==> src/rtl/inst_fetch_pkg.sv <==
// Shared types and constants for the instruction-fetch stage.
package inst_fetch_pkg;

  typedef enum logic [1:0] {
    ISSUE = 2'd0,
    WAIT  = 2'd1,
    HOLD  = 2'd2
  } fetch_state_e;

  localparam logic [1:0]  FC_NONE     = 2'b00;
  localparam logic [1:0]  FC_MISALIGN = 2'b01;
  localparam logic [1:0]  FC_TIMEOUT  = 2'b10;

  localparam logic [31:0] NOP_INSTR_DEF  = 32'h0000_0013;
  localparam logic [31:0] RESET_PC_DEF   = 32'h8000_0000;
  localparam int          TIMEOUT_DEF    = 64;

  function automatic logic pc_aligned(input logic [31:0] addr);
    return (addr[1:0] == 2'b00);
  endfunction

endpackage

==> src/rtl/inst_fetch_if.sv <==
// Instruction-memory request/grant/response bus.
interface inst_fetch_if;
  logic        req;
  logic [31:0] addr;
  logic        gnt;
  logic        rvalid;
  logic [31:0] rdata;

  modport master (output req, output addr, input gnt, input rvalid, input rdata);
  modport slave  (input req, input addr, output gnt, output rvalid, output rdata);
endinterface

==> src/rtl/inst_fetch_timeout_ctr.sv <==
// Grant-to-response cycle counter with clear, enable and terminal count.
module inst_fetch_timeout_ctr #(
  parameter int LIMIT = 64,
  localparam int W = (LIMIT > 2) ? $clog2(LIMIT) : 1
) (
  input  logic clk,
  input  logic rst_n,
  input  logic clr_i,
  input  logic en_i,
  output logic tc_o
);

  logic [W-1:0] cnt_q;

  // Clear dominates enable so a fresh grant always starts from zero.
  always_ff @(posedge clk or negedge rst_n) begin
    if (!rst_n) begin
      cnt_q <= '0;
    end else if (clr_i) begin
      cnt_q <= '0;
    end else if (en_i) begin
      cnt_q <= cnt_q + W'(1);
    end else begin
      cnt_q <= cnt_q;
    end
  end

  assign tc_o = (cnt_q == W'(LIMIT - 1));

endmodule

==> src/rtl/inst_fetch.sv <==
// PC register and fetch FSM: issues one imem request per retired instruction
// and presents the response (or a fault NOP) to the core.
module inst_fetch
  import inst_fetch_pkg::*;
#(
  parameter logic [31:0] RESET_PC       = RESET_PC_DEF,
  parameter int          TIMEOUT_CYCLES = TIMEOUT_DEF,
  parameter logic [31:0] NOP_INSTR      = NOP_INSTR_DEF
) (
  input  logic              clk,
  input  logic              rst_n,
  inst_fetch_if.master      imem,
  input  logic [31:0]       nextpc_i,
  input  logic              retire_i,
  output logic [31:0]       pc_o,
  output logic [31:0]       instr_o,
  output logic              instr_valid_o,
  output logic              waitt_o,
  output logic              fetch_fault_o,
  output logic [1:0]        fault_cause_o
);

  fetch_state_e state_q;
  logic [31:0]  pc_q;
  logic [31:0]  instr_q;
  logic         valid_q;
  logic         fault_q;
  logic [1:0]   cause_q;
  logic         req_q;
  logic         tc_s;

  inst_fetch_timeout_ctr #(.LIMIT(TIMEOUT_CYCLES)) u_timeout (
    .clk   (clk),
    .rst_n (rst_n),
    .clr_i (state_q == ISSUE),
    .en_i  ((state_q == WAIT) && !imem.rvalid),
    .tc_o  (tc_s)
  );

  // Fetch FSM; req_q is computed alongside the transition into ISSUE so the
  // request is visible in the very first ISSUE cycle after a retire.
  always_ff @(posedge clk or negedge rst_n) begin
    if (!rst_n) begin
      state_q <= ISSUE;
      pc_q    <= RESET_PC;
      instr_q <= NOP_INSTR;
      valid_q <= 1'b0;
      fault_q <= 1'b0;
      cause_q <= FC_NONE;
      req_q   <= 1'b0;
    end else begin
      case (state_q)
        ISSUE: begin
          if (!pc_aligned(pc_q)) begin
            instr_q <= NOP_INSTR;
            valid_q <= 1'b1;
            fault_q <= 1'b1;
            cause_q <= FC_MISALIGN;
            req_q   <= 1'b0;
            state_q <= HOLD;
          end else if (req_q && imem.gnt) begin
            req_q   <= 1'b0;
            state_q <= WAIT;
          end else begin
            req_q   <= 1'b1;
          end
        end
        WAIT: begin
          if (imem.rvalid) begin
            instr_q <= imem.rdata;
            valid_q <= 1'b1;
            state_q <= HOLD;
          end else if (tc_s) begin
            instr_q <= NOP_INSTR;
            valid_q <= 1'b1;
            fault_q <= 1'b1;
            cause_q <= FC_TIMEOUT;
            state_q <= HOLD;
          end else begin
            state_q <= WAIT;
          end
        end
        HOLD: begin
          if (retire_i) begin
            pc_q    <= nextpc_i;
            valid_q <= 1'b0;
            fault_q <= 1'b0;
            cause_q <= FC_NONE;
            req_q   <= pc_aligned(nextpc_i);
            state_q <= ISSUE;
          end else begin
            state_q <= HOLD;
          end
        end
        default: begin
          req_q   <= 1'b0;
          valid_q <= 1'b0;
          state_q <= ISSUE;
        end
      endcase
    end
  end

  assign imem.req      = req_q;
  assign imem.addr     = pc_q;
  assign pc_o          = pc_q;
  assign instr_o       = instr_q;
  assign instr_valid_o = valid_q;
  assign waitt_o       = ~valid_q;
  assign fetch_fault_o = fault_q;
  assign fault_cause_o = cause_q;

endmodule
==> src/flat_wrapper.sv <==
// flat-port wrapper written by rule: the top's interface ports become plain ports
module inst_fetch_flat import inst_fetch_pkg::*;
#(
  parameter logic [31:0] RESET_PC       = RESET_PC_DEF,
  parameter int          TIMEOUT_CYCLES = TIMEOUT_DEF,
  parameter logic [31:0] NOP_INSTR      = NOP_INSTR_DEF
)
  (clk, rst_n, nextpc_i, retire_i, pc_o, instr_o, instr_valid_o, waitt_o, fetch_fault_o, fault_cause_o, imem_req, imem_addr, imem_gnt, imem_rvalid, imem_rdata);
  inst_fetch_if imem_i ();
  input  logic clk;
  input  logic rst_n;
  input  logic [31:0] nextpc_i;
  input  logic retire_i;
  output logic [31:0] pc_o;
  output logic [31:0] instr_o;
  output logic instr_valid_o;
  output logic waitt_o;
  output logic fetch_fault_o;
  output logic [1:0] fault_cause_o;
  output wire logic [$bits(imem_i.req)-1:0] imem_req;
  output wire logic [$bits(imem_i.addr)-1:0] imem_addr;
  input wire logic [$bits(imem_i.gnt)-1:0] imem_gnt;
  input wire logic [$bits(imem_i.rvalid)-1:0] imem_rvalid;
  input wire logic [$bits(imem_i.rdata)-1:0] imem_rdata;
  assign imem_req = imem_i.req;
  assign imem_addr = imem_i.addr;
  assign imem_i.gnt = imem_gnt;
  assign imem_i.rvalid = imem_rvalid;
  assign imem_i.rdata = imem_rdata;
  inst_fetch #(.RESET_PC(RESET_PC), .TIMEOUT_CYCLES(TIMEOUT_CYCLES), .NOP_INSTR(NOP_INSTR)) u_core (.clk(clk), .rst_n(rst_n), .imem(imem_i), .nextpc_i(nextpc_i), .retire_i(retire_i), .pc_o(pc_o), .instr_o(instr_o), .instr_valid_o(instr_valid_o), .waitt_o(waitt_o), .fetch_fault_o(fetch_fault_o), .fault_cause_o(fault_cause_o));
endmodule
==> config.mk <==
export PLATFORM = sky130hd
export DESIGN_NAME = inst_fetch_flat
export DESIGN_NICKNAME = d
export VERILOG_FILES = /design/src/rtl/inst_fetch_pkg.sv /design/src/rtl/inst_fetch_if.sv /design/src/rtl/inst_fetch_timeout_ctr.sv /design/src/rtl/inst_fetch.sv /design/src/flat_wrapper.sv
export SDC_FILE = /design/constraint.sdc
export NUM_CORES = 1
export LEC_CHECK = 0
export BUFFER_PORTS_ARGS = -buffer_cell sky130_fd_sc_hd__buf_2
export CORE_MARGIN = 1
export CORE_UTILIZATION = 31
export CTS_BUF_LIST = sky130_fd_sc_hd__clkbuf_8
export CTS_CLUSTER_SIZE = 14
export DETAILED_ROUTE_END_ITERATION = 16
export SYNTH_ARGS = -nofsm -noshare
export SYNTH_HDL_FRONTEND = slang
export SYNTH_SLANG_ARGS = --single-unit
export TNS_END_PERCENT = 50
==> constraint.sdc <==
create_clock -name clk -period 1.9 [get_ports clk]
set_input_delay 0.19 -clock clk [delete_from_list [all_inputs] [get_ports clk]]
set_output_delay 0.19 -clock clk [all_outputs]
set_load 0.1 [all_outputs]
==> impl_metrics.env <==
export IMPL_final_cells=547
export IMPL_place_gp_congestion=0.792
export IMPL_max_cap_violations=0
export IMPL_hold_ws_ns=0.0500
export IMPL_ys_seq_elements=77
export IMPL_mostFrequentLayoutCells="169 x buf_2, 71 x dfrtp_1, 32 x mux2_2"
export IMPL_synth_cells=260
export IMPL_hold_viol=0
export IMPL_synth_seq_area_share=0.579
export IMPL_status="finished clean"
export IMPL_drtIter0Drc=139
export IMPL_critPathKind="flip-flop to flip-flop"
export IMPL_synthToLayoutAreaGrowth_pct=30.7
export IMPL_antenna_found_initial=0
export IMPL_hold_depth=2
export IMPL_io_buffers=170
export IMPL_crit_path_max_incr_delay_ns=0.45
export IMPL_start_util=0.322
export IMPL_post_cts_buffers=0
export IMPL_vias_per_cell=4.57
export IMPL_dieArea_mm2=0.0112
export IMPL_worstSetupEndpointType="flip-flop"
export IMPL_rsz0062_at_grt="no"
export IMPL_rrSetupSlack_ns=0.1
export IMPL_clock_skew_ns=0.0182
export IMPL_maxSlewViolCount=0
export IMPL_maxSlewHeadroom=0.646
export IMPL_routed_wl_mm=7.58
export IMPL_max_slew_worst_pin_slew_ns=0.528
export IMPL_syn_avg_cell_area_um2=12.8
export IMPL_synth_area_mm2=0.00334
export IMPL_arrival_ns=2.03
export IMPL_nFillCells=1014
export IMPL_grt_max_degree=43
export IMPL_syn_nets=334
export IMPL_synth_warnings=0
export IMPL_grt_util_all_layers=0.132
export IMPL_cts_sinks=77
export IMPL_ant_nets=0
export IMPL_cts_tree="yes"
export IMPL_ioPinCount=171
export IMPL_reg2reg_depth=5
export IMPL_crit_fanout=29
export IMPL_layout_cells_most_common="buf_2"
export IMPL_fin_crit_sh=0.948
export IMPL_multi_input_area_mm2=0.00111
export IMPL_worstHoldStart="imem_rdata[18]"
export IMPL_post_dp_hpwl_mm=5.30
export IMPL_vias=2499
export IMPL_crit_slowest_cell="or3b_4"
export IMPL_clkTransAtPathRegs_ns=0.09
export IMPL_grt_ovfl_total=0
export IMPL_r2r_end="u_core.instr_o[7]"
export IMPL_root_buffer="clkbuf_8"
export IMPL_first_global_vias=2355
export IMPL_path_cells="inv_1 -> ha_1 -> or3b_4 -> and3_4 -> a22o_1"
export IMPL_nets=480
export IMPL_antenna_cells=0
export IMPL_routedWlPerCell_um=13.9
export IMPL_regToRegStartpoint="u_core.state_q[0]"
export IMPL_start_kind="flip-flop"
export IMPL_regArea_mm2=0.00193
export IMPL_coreArea_mm2=0.0104
export IMPL_setup_viol=0
export IMPL_drive_above_1_share=0.584
export IMPL_firstDrtPassIters=5
export IMPL_drt_drc_violations_left=0
export IMPL_crit_required_ns=2.13
export IMPL_cts_buffer_depth=2
export IMPL_dp_cells=529
export IMPL_timing_fmax_mhz=555
export IMPL_ys_types=33
export IMPL_hold_path_class="input port to flip-flop"
export IMPL_fp_dieW_um=106
export IMPL_h_tree_depth=3
export IMPL_cts_buffers=9
export IMPL_die_h_um=106
export IMPL_hold_end="u_core.instr_o[18]"
export IMPL_fp_row_count=37
export IMPL_grt_pass1_wl_mm=11.6
export IMPL_finalCriticalPeriod_ns=1.80
export IMPL_clock_latency_ns=0.35
## timing repair
action | 4_1_cts | 5_1_grt
endpoints found under the setup margin | 1 | 33
hold buffers | 1 | 0
resized for setup | 0 | 6
endpoints found under the hold margin | 34 | 0
pin swaps | 0 | 2
gates cloned | 0 | 1
## worst max path at each step
| stage | depth (start not counted) | startpoint | to | slack, ns |
|---|---|---|---|---|
| after floorplan | 5 | u_core.imem.addr[1] | u_core.instr_o[20] | 0.07 |
| after global placement | 5 | u_core.state_q[0] | u_core.instr_o[6] | 0.08 |
| after detailed placement | 5 | u_core.state_q[0] | u_core.instr_o[17] | 0.03 |
| after CTS | 5 | u_core.state_q[0] | u_core.instr_o[7] | -0.004 |
| after global routing | 8 | u_core.state_q[0] | u_core.fetch_fault_o | 0.006 |
| final | 5 | u_core.state_q[0] | u_core.instr_o[7] | 0.1 |
## cell type report
class,count,share of cell area
clock buffer,9,0.0284
clock inverter,7,0.0132
inverter,8,0.00688
multi-input combinational,132,0.254
sequential,77,0.443
tap,136,0.0390
timing repair buffer,178,0.216
## routing by layer
metal  vias up  GRT usage  share of wire
met5         -          0              0
met4         0     0.0427          0.010
met3         4     0.0408          0.071
met2       112      0.214           0.51
met1      1213      0.168           0.41
li1       1170          -              -
## cells in the mapped netlist
library cell | number | share of area
dfrtp_1 | 73 | 0.55
buf_4 | 33 | 0.074
mux2_2 | 32 | 0.11
a22o_1 | 29 | 0.076
nor2_1 | 14 | 0.016
a21oi_1 | 10 | 0.015
inv_1 | 8 | 0.0090
buf_2 | 7 | 0.010
nand2_1 | 6 | 0.0067
ha_1 | 5 | 0.019
nor3_1 | 5 | 0.0075
o21ai_0 | 5 | 0.0075
dfstp_2 | 4 | 0.031
xor2_1 | 4 | 0.010
mux2i_1 | 3 | 0.0090
nand3_1 | 3 | 0.0045
buf_6 | 2 | 0.0067
nor2b_1 | 2 | 0.0037
and3_1 | 1 | 0.0019
and3_4 | 1 | 0.0034
buf_1 | 1 | 0.0011
clkbuf_1 | 1 | 0.0011
nand4_1 | 1 | 0.0019
nor3b_1 | 1 | 0.0022
o211ai_4 | 1 | 0.0064
o21a_1 | 1 | 0.0022
o21ai_2 | 1 | 0.0026
o22ai_1 | 1 | 0.0019
o311a_1 | 1 | 0.0030
o31ai_1 | 1 | 0.0022
or3_1 | 1 | 0.0019
or3b_4 | 1 | 0.0034
xnor2_1 | 1 | 0.0026
## logic make-up after synthesis
group | share of synthesized area
compound gates | 0.117
xor+xnor | 0.0131
fa+ha+maj | 0.0187
buf+inv | 0.103
flops | 0.579
mux | 0.117
simple gates | 0.0528
## worst max-delay path, delay by kind of cell, from the launching register on
| kind | cells | cell delay [ns] |
|---|---|---|
| flip-flops | 1 | 0.43 |
| adder cells (fa/ha/maj) | 1 | 0.16 |
| buffers and inverters | 1 | 0.09 |
| AO/OA/AOI/OAI | 1 | 0.22 |
| AND/OR/NAND/NOR | 2 | 0.76 |
## stage by stage
stage / setup WS (ns) / instance area [um2] / utilization / TNS (ns)
after floorplan: 0.0704 / 3340 / - / 0
after global placement: 0.0775 / 4130 / 0.398 / 0
after detailed placement: 0.0302 / 4130 / 0.398 / 0
after CTS: -0.00351 / 4320 / 0.417 / -0.00351
after global routing: 0.00629 / 4360 / 0.421 / 0
final: 0.0988 / 4360 / 0.421 / 0
## flip-flops by register name, summed over array words and instances, names as in the netlist
| signal | count |
|---|---|
| u_core.imem.req | 1 |
| u_core.fault_cause_o | 2 |
| u_core.instr_valid_o | 1 |
| u_core.imem.addr | 32 |
| u_core.instr_o | 32 |
| u_core.state_q | 2 |
| u_core.u_timeout.cnt_q | 6 |
| u_core.fetch_fault_o | 1 |
Power is not shown: default switching activity piles up to over one toggle a cycle in this logic, so the estimate is an artifact.
